[src/rtl/btn_debounce_rep.sv]
// N-channel push-button conditioner: two-flop synchroniser, tick-sampled debounce,
// press/release pulses and a per-channel auto-repeat pulse train for held keys.
module btn_debounce_rep #(
  parameter int N          = 4,
  parameter int TICK_DIV   = 1250000,
  parameter int STABLE     = 2,
  parameter int REPEAT_DLY = 20,
  parameter int REPEAT_PER = 4,
  parameter bit ACTIVE_LOW = 1'b1
) (
  input  logic         CLK,
  input  logic         nRST,
  input  logic [N-1:0] BIN,
  input  logic [N-1:0] REP_EN,
  output logic [N-1:0] BLEVEL,
  output logic [N-1:0] BPRESS,
  output logic [N-1:0] BRELEASE,
  output logic [N-1:0] BREPEAT,
  output logic         TICK
);

  typedef enum logic [1:0] {IDLE = 2'd0, HOLD = 2'd1, RPT = 2'd2} rstate_e;

  localparam int TW   = (TICK_DIV > 1) ? $clog2(TICK_DIV) : 1;
  localparam int SW   = $clog2(STABLE + 1);
  localparam int RMAX = (REPEAT_DLY > REPEAT_PER) ? REPEAT_DLY : REPEAT_PER;
  localparam int RW   = $clog2(RMAX + 1);
  localparam logic [N-1:0] RELEASED = {N{ACTIVE_LOW}};

  logic [TW-1:0] tcnt_q, tcnt_d;
  logic          tick;
  logic          tick_q;
  logic [N-1:0]  sync1_q, sync2_q, sample;
  logic [N-1:0]  level_q, level_d;
  logic [N-1:0]  press_q, release_q, repeat_q;
  logic [N-1:0]  rise, fall, rep_fire;

  assign tick    = (tcnt_q == TW'(TICK_DIV - 1));
  assign tcnt_d  = tick ? '0 : tcnt_q + TW'(1);
  assign sample  = sync2_q ^ RELEASED;
  assign level_d = level_q ^ (rise | fall);

  always_ff @(posedge CLK or negedge nRST) begin
    if (!nRST) begin
      tcnt_q    <= '0;
      tick_q    <= 1'b0;
      sync1_q   <= RELEASED;
      sync2_q   <= RELEASED;
      level_q   <= '0;
      press_q   <= '0;
      release_q <= '0;
      repeat_q  <= '0;
    end else begin
      tcnt_q    <= tcnt_d;
      tick_q    <= tick;
      sync1_q   <= BIN;
      sync2_q   <= sync1_q;
      level_q   <= level_d;
      press_q   <= rise;
      release_q <= fall;
      repeat_q  <= rise | rep_fire;
    end
  end

  genvar gi;
  for (gi = 0; gi < N; gi++) begin : g_ch
    logic [SW-1:0] stab_q, stab_d;
    logic          toggle;
    rstate_e       state_q, state_d;
    logic [RW-1:0] rcnt_q, rcnt_d;

    // Stability counter only counts consecutive samples that disagree with the level.
    always_comb begin
      stab_d = stab_q;
      toggle = 1'b0;
      if (tick) begin
        if (sample[gi] == level_q[gi]) begin
          stab_d = '0;
        end else if (stab_q == SW'(STABLE - 1)) begin
          stab_d = '0;
          toggle = 1'b1;
        end else begin
          stab_d = stab_q + SW'(1);
        end
      end
    end

    assign rise[gi] = toggle & ~level_q[gi];
    assign fall[gi] = toggle &  level_q[gi];

    always_ff @(posedge CLK or negedge nRST) begin
      if (!nRST) begin
        stab_q  <= '0;
        state_q <= IDLE;
        rcnt_q  <= '0;
      end else begin
        stab_q  <= stab_d;
        state_q <= state_d;
        rcnt_q  <= rcnt_d;
      end
    end

    always_comb begin
      state_d = state_q;
      rcnt_d  = rcnt_q;
      if (fall[gi]) begin
        state_d = IDLE;
        rcnt_d  = '0;
      end else if (rise[gi]) begin
        state_d = HOLD;
        rcnt_d  = '0;
      end else if (tick) begin
        case (state_q)
          HOLD: begin
            if (!REP_EN[gi]) begin
              rcnt_d = '0;
            end else if (rcnt_q == RW'(REPEAT_DLY - 1)) begin
              state_d = RPT;
              rcnt_d  = '0;
            end else begin
              rcnt_d = rcnt_q + RW'(1);
            end
          end
          RPT: begin
            if (!REP_EN[gi]) begin
              state_d = HOLD;
              rcnt_d  = '0;
            end else if (rcnt_q == RW'(REPEAT_PER - 1)) begin
              rcnt_d = '0;
            end else begin
              rcnt_d = rcnt_q + RW'(1);
            end
          end
          default: ;
        endcase
      end
    end

    // A release on the same tick suppresses the repeat that would otherwise fire.
    always_comb begin
      rep_fire[gi] = 1'b0;
      if (tick && !fall[gi] && !rise[gi] && REP_EN[gi]) begin
        case (state_q)
          HOLD:    rep_fire[gi] = (rcnt_q == RW'(REPEAT_DLY - 1));
          RPT:     rep_fire[gi] = (rcnt_q == RW'(REPEAT_PER - 1));
          default: rep_fire[gi] = 1'b0;
        endcase
      end
    end
  end

  assign BLEVEL   = level_q;
  assign BPRESS   = press_q;
  assign BRELEASE = release_q;
  assign BREPEAT  = repeat_q;
  assign TICK     = tick_q;

endmodule

[config.mk]
export PLATFORM = sky130hd
export DESIGN_NAME = btn_debounce_rep
export DESIGN_NICKNAME = d
export VERILOG_FILES = /design/src/rtl/btn_debounce_rep.sv
export SDC_FILE = /design/constraint.sdc
export NUM_CORES = 1
export LEC_CHECK = 0
export BUFFER_PORTS_ARGS = -buffer_cell sky130_fd_sc_hd__buf_2
export CELL_PAD_IN_SITES_DETAIL_PLACEMENT = 1
export CELL_PAD_IN_SITES_GLOBAL_PLACEMENT = 1
export CORE_ASPECT_RATIO = 0.9
export CORE_MARGIN = 1
export CORE_UTILIZATION = 43
export CTS_CLUSTER_DIAMETER = 100
export CTS_CLUSTER_SIZE = 8
export DETAILED_ROUTE_END_ITERATION = 6
export PLACE_DENSITY_LB_ADDON = 0.05
export SETUP_SLACK_MARGIN = 0.1
export SYNTH_ARGS = -nofsm -noshare
export SYNTH_HDL_FRONTEND = slang
export SYNTH_SLANG_ARGS = --single-unit
[constraint.sdc]
create_clock -name CLK -period 3.3 [get_ports CLK]
set_input_delay 0.825 -clock CLK [delete_from_list [all_inputs] [get_ports CLK]]
set_output_delay 0.825 -clock CLK [all_outputs]
set_load 0.005 [all_outputs]
==> results.toml <==
[route]
drc = 0
dr.pass1.iters = 4
postRouteAntennaNets = 0
vias_per_cell = 5.58
postRouteWirelength_mm = 9.27
wl_per_cell_um = 16.6
routed-via-count = 3113
first_iter_violations = 141

[placement]
dp_hpwl_mm = 6.40
routability_congestion_estimate = 0.751
placedCellCount = 542
dpl_worst_slack_ps = 347
buffer_ports.inserted = 26

[floorplan]
io-pin-count = 27
floorplan.die.height_um = 95.2
die_width_um = 106
floorplan.initialDensity = 0.449
floorplan.rows = 33
design.die.area_um2 = 10100
core-area_um2 = 9250

[worst_setup_path]
timing_worst_setup_path_type = "reg -> reg"
crit_path_start_kind = "flip-flop"
crit_arrival_ps = 3160
critPathCaptureType = "flip-flop"
worst_r2r_path_cells = 9
r2r_start = "tcnt_q[10]"
timing.critical_path.fanout_max = 15
cp_data_required_time_ps = 3530
reg_to_reg_slack_setup_ps = 370
regToRegEndpoint = "g_ch[0].state_q[0]"

[cells_and_area]
flow.area_growth_from_synthesis_pct = 11.8
post_route_cells_drive_above_1_share = 0.177
layout.cells.non_filler = 558
diodes = 0
finalNetCount = 462

[cts]
root_buffer = "clkbuf_8"
tritoncts = "yes"
post-cts-setup-buffers = 0
clk_latency_ps = 350
cts_htree_levels = 3
clock_sinks = 82
holdBufCountCts = 0
cts.clk_slew.worst_paths_ps = 80
cts_buffers = 9
max-clock-path-buffers = 2
cts-resized-gates = 0

[global_routing]
first_global_vias = 3287
grt_overflow = 0
grt_pass1_wl_mm = 16.0
grt_start_max_net_pins = 80
number_of_antenna_violations_at_the_first_check_in_global_routing = 0
global_route.usage.total = 0.204

[logic_synthesis]
post_synth_main_area_contributors = "dfrtp_1, ha_1, dfstp_2, xor2_1, nand2_1"
ys_types = 58
netlist.top_cell.by_area = "dfrtp_1"
mappedNetlistArea_um2 = 4150
synth_async_sr_flop_share = 1.00
synth.avg_cell_area_um2 = 10.5
post_synth_most_frequent_cells = "dfrtp_1, nand2_1, nor2_1, inv_1"
synth.ff_latch_count = 82
synth_top_area_share = 0.446
most_instantiated_library_cell_after_synthesis = "dfrtp_1"
mappedNetlistNets = 427
yosysWarningCount = 0
syn-instance-count = 396
synth_seq_area_share = 0.496
synth_flop_cell = "dfrtp_1"
synth-edff-count = 0

[timing]
fin_setup_tns_ps = 0
worst_hold_slack_ps = 358
setup-violations-final = 0
achievable-frequency_mhz = 342
timing.slew.headroom = 0.333
setup_ws_ps = 374
skew_ps = 8.57
number_of_endpoints_with_negative_hold_slack_in_the_final_report = 0
rsz0062_at_grt = "false"
final-max-slew-violation-count = 0
tightestPinTransition_ps = 1000
minimum_clock_period_after_layout_ps = 2930
min_period_over_period = 0.887

[hold_path]
whs_endpoint = "sync2_q[2]"
hold-path-cell-count = 0
min_from = "sync1_q[2]"
min_delay_path_class = "reg -> reg"

[job]
timing.max_cap.violations = 0

[power]
vdd_ir_drop_max_v = 0.000195
post-layout-total-power_uw = 1800
power_leakage_uw = 0.00220
power_per_cell_area_nw_per_um2 = 388

[outcome]
run_status = "finished clean"
==> logic make-up after synthesis <==
family | share of synthesized area
compound gates | 0.132
xor+xnor | 0.0527
fa+ha+maj | 0.0633
buf+inv | 0.0340
flops | 0.496
mux | 0.0337
simple gates | 0.188
==> cells in the final DEF, fill, tap and decap left out, types with 3 or more instances in the layout <==
master    count
o311ai_1      3
o31a_1        6
nand2_1      36
nor2_1       27
or2_2         5
o31ai_1       8
o21ai_0      15
o21a_1        4
inv_1        24
nand2b_1      8
xor2_1       16
buf_2        25
o41ai_1       5
dfstp_2       8
nor2b_1       4
dfrtp_1      74
ha_1         21
mux2_2        8
clkbuf_8     10
or4_1         7
xnor2_1       9
a21o_1        8
mux2i_1       5
nand3_1      21
o22ai_1       3
nor3_1       14
a21oi_1       6
buf_4         9
a32o_1        3
==> final cells by class <==
type	instances	area [um^2]
Sequential cell	82	2060
Multi-Input combinational cell	280	1950
Clock inverter	4	51.3
Inverter	24	90.1
Clock buffer	12	145
Fill cell	1058	4600
Tap cell	122	153
Timing Repair Buffer	34	193
==> sequential cells by signal (all words and copies together) (netlist names) <==
name,count
sync2_q,4
g_ch.rcnt_q,20
g_ch.stab_q,8
TICK,1
BLEVEL,4
BREPEAT,4
tcnt_q,21
BRELEASE,4
BPRESS,4
g_ch.state_q,8
sync1_q,4
==> critical path, cell delays in order (launching register included) <==
cell	delay [ps]
dfrtp_1	430
nor4b_1	440
nand4b_2	150
or2_1	340
buf_4	240
nor3_1	310
ha_1	280
nor2_1	150
o21ai_0	120
mux2_2	350
==> worst max-delay path by stage <==
| stage | start | end | slack (ps) | depth (start not counted) |
|---|---|---|---|---|
| after floorplan | tcnt_q[0] | g_ch[1].rcnt_q[3] | 190 | 13 |
| after global placement | tcnt_q[10] | g_ch[0].state_q[0] | 350 | 9 |
| after detailed placement | tcnt_q[10] | g_ch[0].state_q[0] | 350 | 9 |
| after CTS | tcnt_q[10] | g_ch[0].state_q[0] | 310 | 9 |
| after global routing | tcnt_q[10] | g_ch[3].rcnt_q[3] | 150 | 11 |
| final | tcnt_q[10] | g_ch[0].state_q[0] | 370 | 9 |
==> layer usage <==
metal	vias up	GRT usage	share of wire
met4	0	0.0625	0.011
met3	8	0.0417	0.021
met2	28	0.353	0.49
met5	-	0	0
li1	1479	-	-
met1	1598	0.259	0.48
==> power by group <==
group          internal, uW  leakage [uW]  total (uW)  switching, uW
sequential             1010       0.00105        1020           3.33
combinational          10.6       0.00106        42.2           31.6
clock                   372     0.0000966         743            371
total                  1400       0.00220        1800            406
==> through the flow <==
stage / area [um^2] / utilization
floorplan: 4150 / -
detailed placement: 4450 / 0.481
CTS: 4640 / 0.502
global route: 4640 / 0.502
global placement: 4450 / 0.481
finish: 4640 / 0.502
Power figures use the tool's default switching activity.
